--- config.mk ---
export PLATFORM = sky130hd
export DESIGN_NAME = fetch_unit_flat
export DESIGN_NICKNAME = d
export VERILOG_FILES = /design/src/rtl/fetch_unit_if.sv /design/src/rtl/fetch_unit.sv /design/src/flat_wrapper.sv
export SDC_FILE = /design/constraint.sdc
export NUM_CORES = 1
export LEC_CHECK = 0
export BUFFER_PORTS_ARGS = -buffer_cell sky130_fd_sc_hd__buf_2
export CELL_PAD_IN_SITES_DETAIL_PLACEMENT = 0
export CELL_PAD_IN_SITES_GLOBAL_PLACEMENT = 2
export CORE_MARGIN = 4
export CORE_UTILIZATION = 28
export CTS_CLUSTER_SIZE = 40
export DETAILED_ROUTE_END_ITERATION = 8
export PLACE_DENSITY_LB_ADDON = 0.1
export SLEW_MARGIN = 20
export SYNTH_ARGS = -nofsm -noshare
export SYNTH_HDL_FRONTEND = slang
export SYNTH_SLANG_ARGS = --single-unit
--- constraint.sdc ---
create_clock -name clk -period 1.7 [get_ports clk]
set_clock_uncertainty 0.05 [all_clocks]
set_input_delay 0.255 -clock clk [delete_from_list [all_inputs] [get_ports clk]]
set_output_delay 0.255 -clock clk [all_outputs]
set_load 0.02 [all_outputs]
--- src/rtl/fetch_unit_if.sv ---
// Instruction-memory read bus: req/gnt/rvalid handshake between fetch (master) and memory (slave).
interface fetch_unit_if;
    logic        req;
    logic [31:0] addr;
    logic        gnt;
    logic        rvalid;
    logic [31:0] rdata;

    modport master (output req, addr, input gnt, rvalid, rdata);
    modport slave  (input req, addr, output gnt, rvalid, rdata);
endinterface

--- src/rtl/fetch_unit.sv ---
// RV32I fetch stage: PC register, single outstanding imem read, hand-off to decode.
// Optional misaligned-next-PC trap enabled by defining FETCH_MISALIGN_CHK_EN.
module fetch_unit #(
    parameter logic [31:0] RESET_PC = 32'h0000_0000
) (
    input  logic          clk,
    input  logic          rst_n,
    input  logic [31:0]   next_pc,
    input  logic          next_pc_valid,
    fetch_unit_if.master  imem,
    output logic          inst_valid,
    output logic [31:0]   inst,
    output logic [31:0]   inst_pc,
    input  logic          inst_ready,
    output logic [31:0]   fetch_count,
    output logic          fetch_err
);

    typedef enum logic [2:0] {
        IDLE  = 3'd0,
        REQ   = 3'd1,
        WAIT  = 3'd2,
        VALID = 3'd3,
        NEXT  = 3'd4,
        ERR   = 3'd5
    } state_t;

    state_t      state, state_nxt;
    logic [31:0] pc, pc_nxt;
    logic        capture;
    logic        count_en;
    logic        take_pc;

    always_comb begin
        state_nxt = state;
        pc_nxt    = pc;
        capture   = 1'b0;
        count_en  = 1'b0;
        take_pc   = 1'b0;
        case (state)
            IDLE: state_nxt = REQ;
            REQ: begin
                if (imem.gnt && imem.rvalid) begin
                    capture   = 1'b1;
                    state_nxt = VALID;
                end else if (imem.gnt) begin
                    state_nxt = WAIT;
                end
            end
            WAIT: begin
                if (imem.rvalid) begin
                    capture   = 1'b1;
                    state_nxt = VALID;
                end
            end
            VALID: begin
                if (inst_ready) begin
                    count_en  = 1'b1;
                    state_nxt = NEXT;
                    take_pc   = next_pc_valid;
                end
            end
            NEXT:    take_pc = next_pc_valid;
            ERR:     state_nxt = ERR;
            default: state_nxt = IDLE;
        endcase

        if (take_pc) begin
`ifdef FETCH_MISALIGN_CHK_EN
            if (next_pc[1:0] != 2'b00) begin
                state_nxt = ERR;
            end else begin
                pc_nxt    = next_pc;
                state_nxt = REQ;
            end
`else
            pc_nxt    = next_pc & 32'hFFFF_FFFC;
            state_nxt = REQ;
`endif
        end
    end

    always_ff @(posedge clk or negedge rst_n) begin
        if (!rst_n) begin
            state       <= IDLE;
            pc          <= RESET_PC;
            inst        <= '0;
            inst_pc     <= '0;
            fetch_count <= '0;
        end else begin
            state <= state_nxt;
            pc    <= pc_nxt;
            if (capture) begin
                inst    <= imem.rdata;
                inst_pc <= pc;
            end
            if (count_en) begin
                fetch_count <= fetch_count + 32'd1;
            end
        end
    end

    // Outputs decode registered state only; no input reaches an output combinationally.
    assign imem.req   = (state == REQ);
    assign imem.addr  = pc;
    assign inst_valid = (state == VALID);

`ifdef FETCH_MISALIGN_CHK_EN
    assign fetch_err = (state == ERR);
`else
    assign fetch_err = 1'b0;
`endif

endmodule

--- src/flat_wrapper.sv ---
// flat-port wrapper written by rule: the top's interface ports become plain ports
module fetch_unit_flat 
#(
    parameter logic [31:0] RESET_PC = 32'h0000_0000
)
  (clk, rst_n, next_pc, next_pc_valid, inst_valid, inst, inst_pc, inst_ready, fetch_count, fetch_err, imem_req, imem_addr, imem_gnt, imem_rvalid, imem_rdata);
  fetch_unit_if imem_i ();
  input  logic clk;
  input  logic rst_n;
  input  logic [31:0] next_pc;
  input  logic next_pc_valid;
  output logic inst_valid;
  output logic [31:0] inst;
  output logic [31:0] inst_pc;
  input  logic inst_ready;
  output logic [31:0] fetch_count;
  output logic fetch_err;
  output wire logic [$bits(imem_i.req)-1:0] imem_req;
  output wire logic [$bits(imem_i.addr)-1:0] imem_addr;
  input wire logic [$bits(imem_i.gnt)-1:0] imem_gnt;
  input wire logic [$bits(imem_i.rvalid)-1:0] imem_rvalid;
  input wire logic [$bits(imem_i.rdata)-1:0] imem_rdata;
  assign imem_req = imem_i.req;
  assign imem_addr = imem_i.addr;
  assign imem_i.gnt = imem_gnt;
  assign imem_i.rvalid = imem_rvalid;
  assign imem_i.rdata = imem_rdata;
  fetch_unit #(.RESET_PC(RESET_PC)) u_core (.clk(clk), .rst_n(rst_n), .next_pc(next_pc), .next_pc_valid(next_pc_valid), .imem(imem_i), .inst_valid(inst_valid), .inst(inst), .inst_pc(inst_pc), .inst_ready(inst_ready), .fetch_count(fetch_count), .fetch_err(fetch_err));
endmodule
==> impl_metrics.csv <==
group,metric,value,unit
sta,drv_slew,0,
floorplan,start_util,0.287,
power,powerDensity,1850,nW/um^2
route,drtPass1Iterations,4,
cts,cts-root-buf,"clkbuf_16",
final_layout,nNetsFinal,707,
power,p_total,15.1,mW
final_layout,areaGrowthSynthToFinish,56.9,%
synth,synthDistinctLibCells,38,
cts,cts_htree_levels,4,
placement,hpwl,9770,um
floorplan,die_h,144,um
cts,clk_path_buf_depth,2,
sta,rsz0062_at_grt,"yes",
synth,synthesis.area,5180,um^2
grt,grt_max_degree,51,
grt,grt_usage,0.140,
route,routedWlPerCell,17.8,um
synth,synth_warnings,0,
final_layout,drive_gt1_frac,0.646,
synth,yosys-top-cells-area,"dfrtp_1 61%, mux2_2 19%, xnor2_1 3.5%, nand4_1 1.8%, xor2_1 1.7%",
sta,setup_violations,37,
setup_path,slowest_delay,0.43,ns
synth,yosysTopAreaCell,"dfrtp_1",
route,totalWireLength,15500,um
sta,fin_setup_tns,-0.441,ns
sta,max_freq,0.579,GHz
synth,async_reset_ff_frac,1.00,
setup_path,cp-end-kind,"flop",
cts,cts_buffers,17,
setup_path,crit_type,"flop to flop",
sta,hold_violations,0,
cts,clk_pin_slew,0.06,ns
placement,routabilityCongestion,0.746,
synth,synthFlopType,"dfrtp_1",
grt,grt_pass1_wl,22000,um
route,vias_per_cell,4.47,
floorplan,dieWidth,144,um
setup_path,cp.buffers_inverters,2,
worst_hold_path,min_path_type,"input pin to flop",
setup_path,critPathLaunch,"u_core.state[1]",
setup_path,crit_path_top_delay_cell,"dfrtp_2",
status,status,"finished, violations left",
final_layout,stdcell_count,875,
route,drt-initial-drc-count,133,
worst_hold_path,min-delay-start,"next_pc[12]",
route,drc,0,
cts,cts_tree,"yes",
power,ir_worst_vdd,0.831,mV
grt,antenna_found_initial,1,
power,p_leak,4.11,nW
route,ant_nets,0,
placement,port_buffers,193,
sta,post-route-min-period,1.73,ns
final_layout,fillers,1692,
synth,synth_edf_count,0,
floorplan,io_pins,201,
status,violations,"negative setup slack",
synth,synth_top_area_share,0.613,
setup_path,cp_top_family,"flip-flops",
sta,hold_ws,0.0216,ns
sta,fin_crit_sh,1.02,
synth,synth_seq_cells,127,
final_layout,utilization,0.450,
route,num_vias,3910,
final_layout,diodes,0,
floorplan,core,18100,um^2
setup_path,r2r_start,"u_core.state[1]",
setup_path,start_kind,"flop",
setup_path,worst-endpoint-required,1.94,ns
grt,grt.overflow.total,0,
cts,clock_latency,0.41,ns
grt,grt_pass1_vias,4053,
setup_path,cp.arrival,1.97,ns
floorplan,rows,49,
synth,yosysSeqAreaShare,0.613,
cts,cts.sinks,127,
synth,syn_inst,364,
run,maxCapViolCount,0,
placement,dp.cells,816,
floorplan,die_area,20700,um^2
setup_path,crit_chain,"nand3b_1 > a21oi_4 > buf_6 > clkbuf_16 > mux2_4",
sta,setup_ws,-0.0280,ns
synth,syn_area_per_cell,14.2,um^2
setup_path,cp_max_fo,5,
[worst register-to-register path: stages, from the launching register on]
cell	delay, ns
dfrtp_2	0.43
nand3b_1	0.23
a21oi_4	0.24
buf_6	0.18
clkbuf_16	0.18
mux2_4	0.30
[report_power, final]
group | internal (mW) | switching (mW)
clock | 2.06 | 1.28
combinational | 3.45 | 3.32
sequential | 4.23 | 0.736
total | 9.74 | 5.33
[layer usage]
metal,part of all wire,GRT usage
met1,0.42,0.169
met5,0.00077,0
met3,0.073,0.0503
met4,0.017,0.0580
met2,0.49,0.227
[per-stage QoR]
step | setup slack (ns) | instance area, um^2
after floorplan | -0.0200 | 5210
after global placement | -0.0308 | 6770
after detailed placement | -0.0474 | 6770
after CTS | -0.0701 | 7530
after global routing | -0.0982 | 8130
final | -0.0280 | 8130
[cell usage in the layout, fill, tap and decap left out, types with 6 or more instances in the layout]
| cell type | synthesis | routed |
|---|---|---|
| buf_2 | 13 | 190 |
| buf_4 | 5 | 48 |
| buf_6 | 0 | 8 |
| clkbuf_16 | 0 | 25 |
| dfrtp_1 | 127 | 118 |
| dfrtp_2 | 0 | 9 |
| mux2_2 | 87 | 30 |
| mux2_4 | 0 | 62 |
| nand2_1 | 18 | 17 |
| nand4_1 | 15 | 15 |
| nor2_1 | 7 | 6 |
| xnor2_1 | 21 | 20 |
| xor2_1 | 10 | 10 |
[what timing repair did]
item | CTS | global route
hold endpoints to repair | 32 | 0
setup endpoints to repair | 64 | 107
setup buffers | 6 | 8
hold buffers | 3 | 0
resized for setup | 26 | 77
pin swaps | 4 | 11
cloned | 2 | 11
[cells by family after synthesis]
group	after synthesis	synth area share
AOI/OAI and AO/OA	8	0.00917
other	1	0.000724
adders and majority gates	1	0.00241
xor gates and xnor gates	31	0.0524
DFF	127	0.613
buffers and inverters	22	0.0227
muxes	92	0.200
and+or+nand+nor	82	0.0995
[flip-flops by register name, indices dropped and copies added (netlist names)]
name	flops
u_core.inst_pc	30
u_core.fetch_count	32
u_core.imem.addr	30
u_core.state	3
u_core.inst	32
[cells in the mapped netlist (2+ instances only)]
| library cell | count |
|---|---|
| a21oi_1 | 3 |
| and2_1 | 2 |
| and3_1 | 4 |
| and4_1 | 2 |
| buf_2 | 13 |
| buf_4 | 5 |
| dfrtp_1 | 127 |
| inv_1 | 3 |
| mux2_1 | 5 |
| mux2_2 | 87 |
| nand2_1 | 18 |
| nand2b_1 | 3 |
| nand3_1 | 7 |
| nand4_1 | 15 |
| nand4_2 | 3 |
| nand4b_1 | 2 |
| nor2_1 | 7 |
| nor3_1 | 5 |
| nor4_1 | 4 |
| nor4_4 | 2 |
| xnor2_1 | 21 |
| xor2_1 | 10 |
[final timing paths]
check	to	slack (ns)	cells after the start
max	u_core.inst[5]	-0.03	5
min	u_core.imem.addr[12]	0.02	2
max reg2reg	u_core.inst[5]	-0.03	5
min reg2reg	u_core.fetch_count[31]	0.42	1
max in group asynchronous	u_core.fetch_count[10]	0.64	3
min in group asynchronous	u_core.inst[11]	0.28	2
[area by class of cell]
cell class              instances  area, um^2  share of cell area
clock buffers                  23         468              0.0575
multi-input cells             219        2270               0.279
clock inverters                 6        62.6             0.00769
inverters                       3        11.3             0.00138
flip-flops and latches        127        3190               0.392
repair buffers                268        1850               0.227
well taps                     229         287              0.0352
Note: power is estimated with default switching activity, not from simulation.
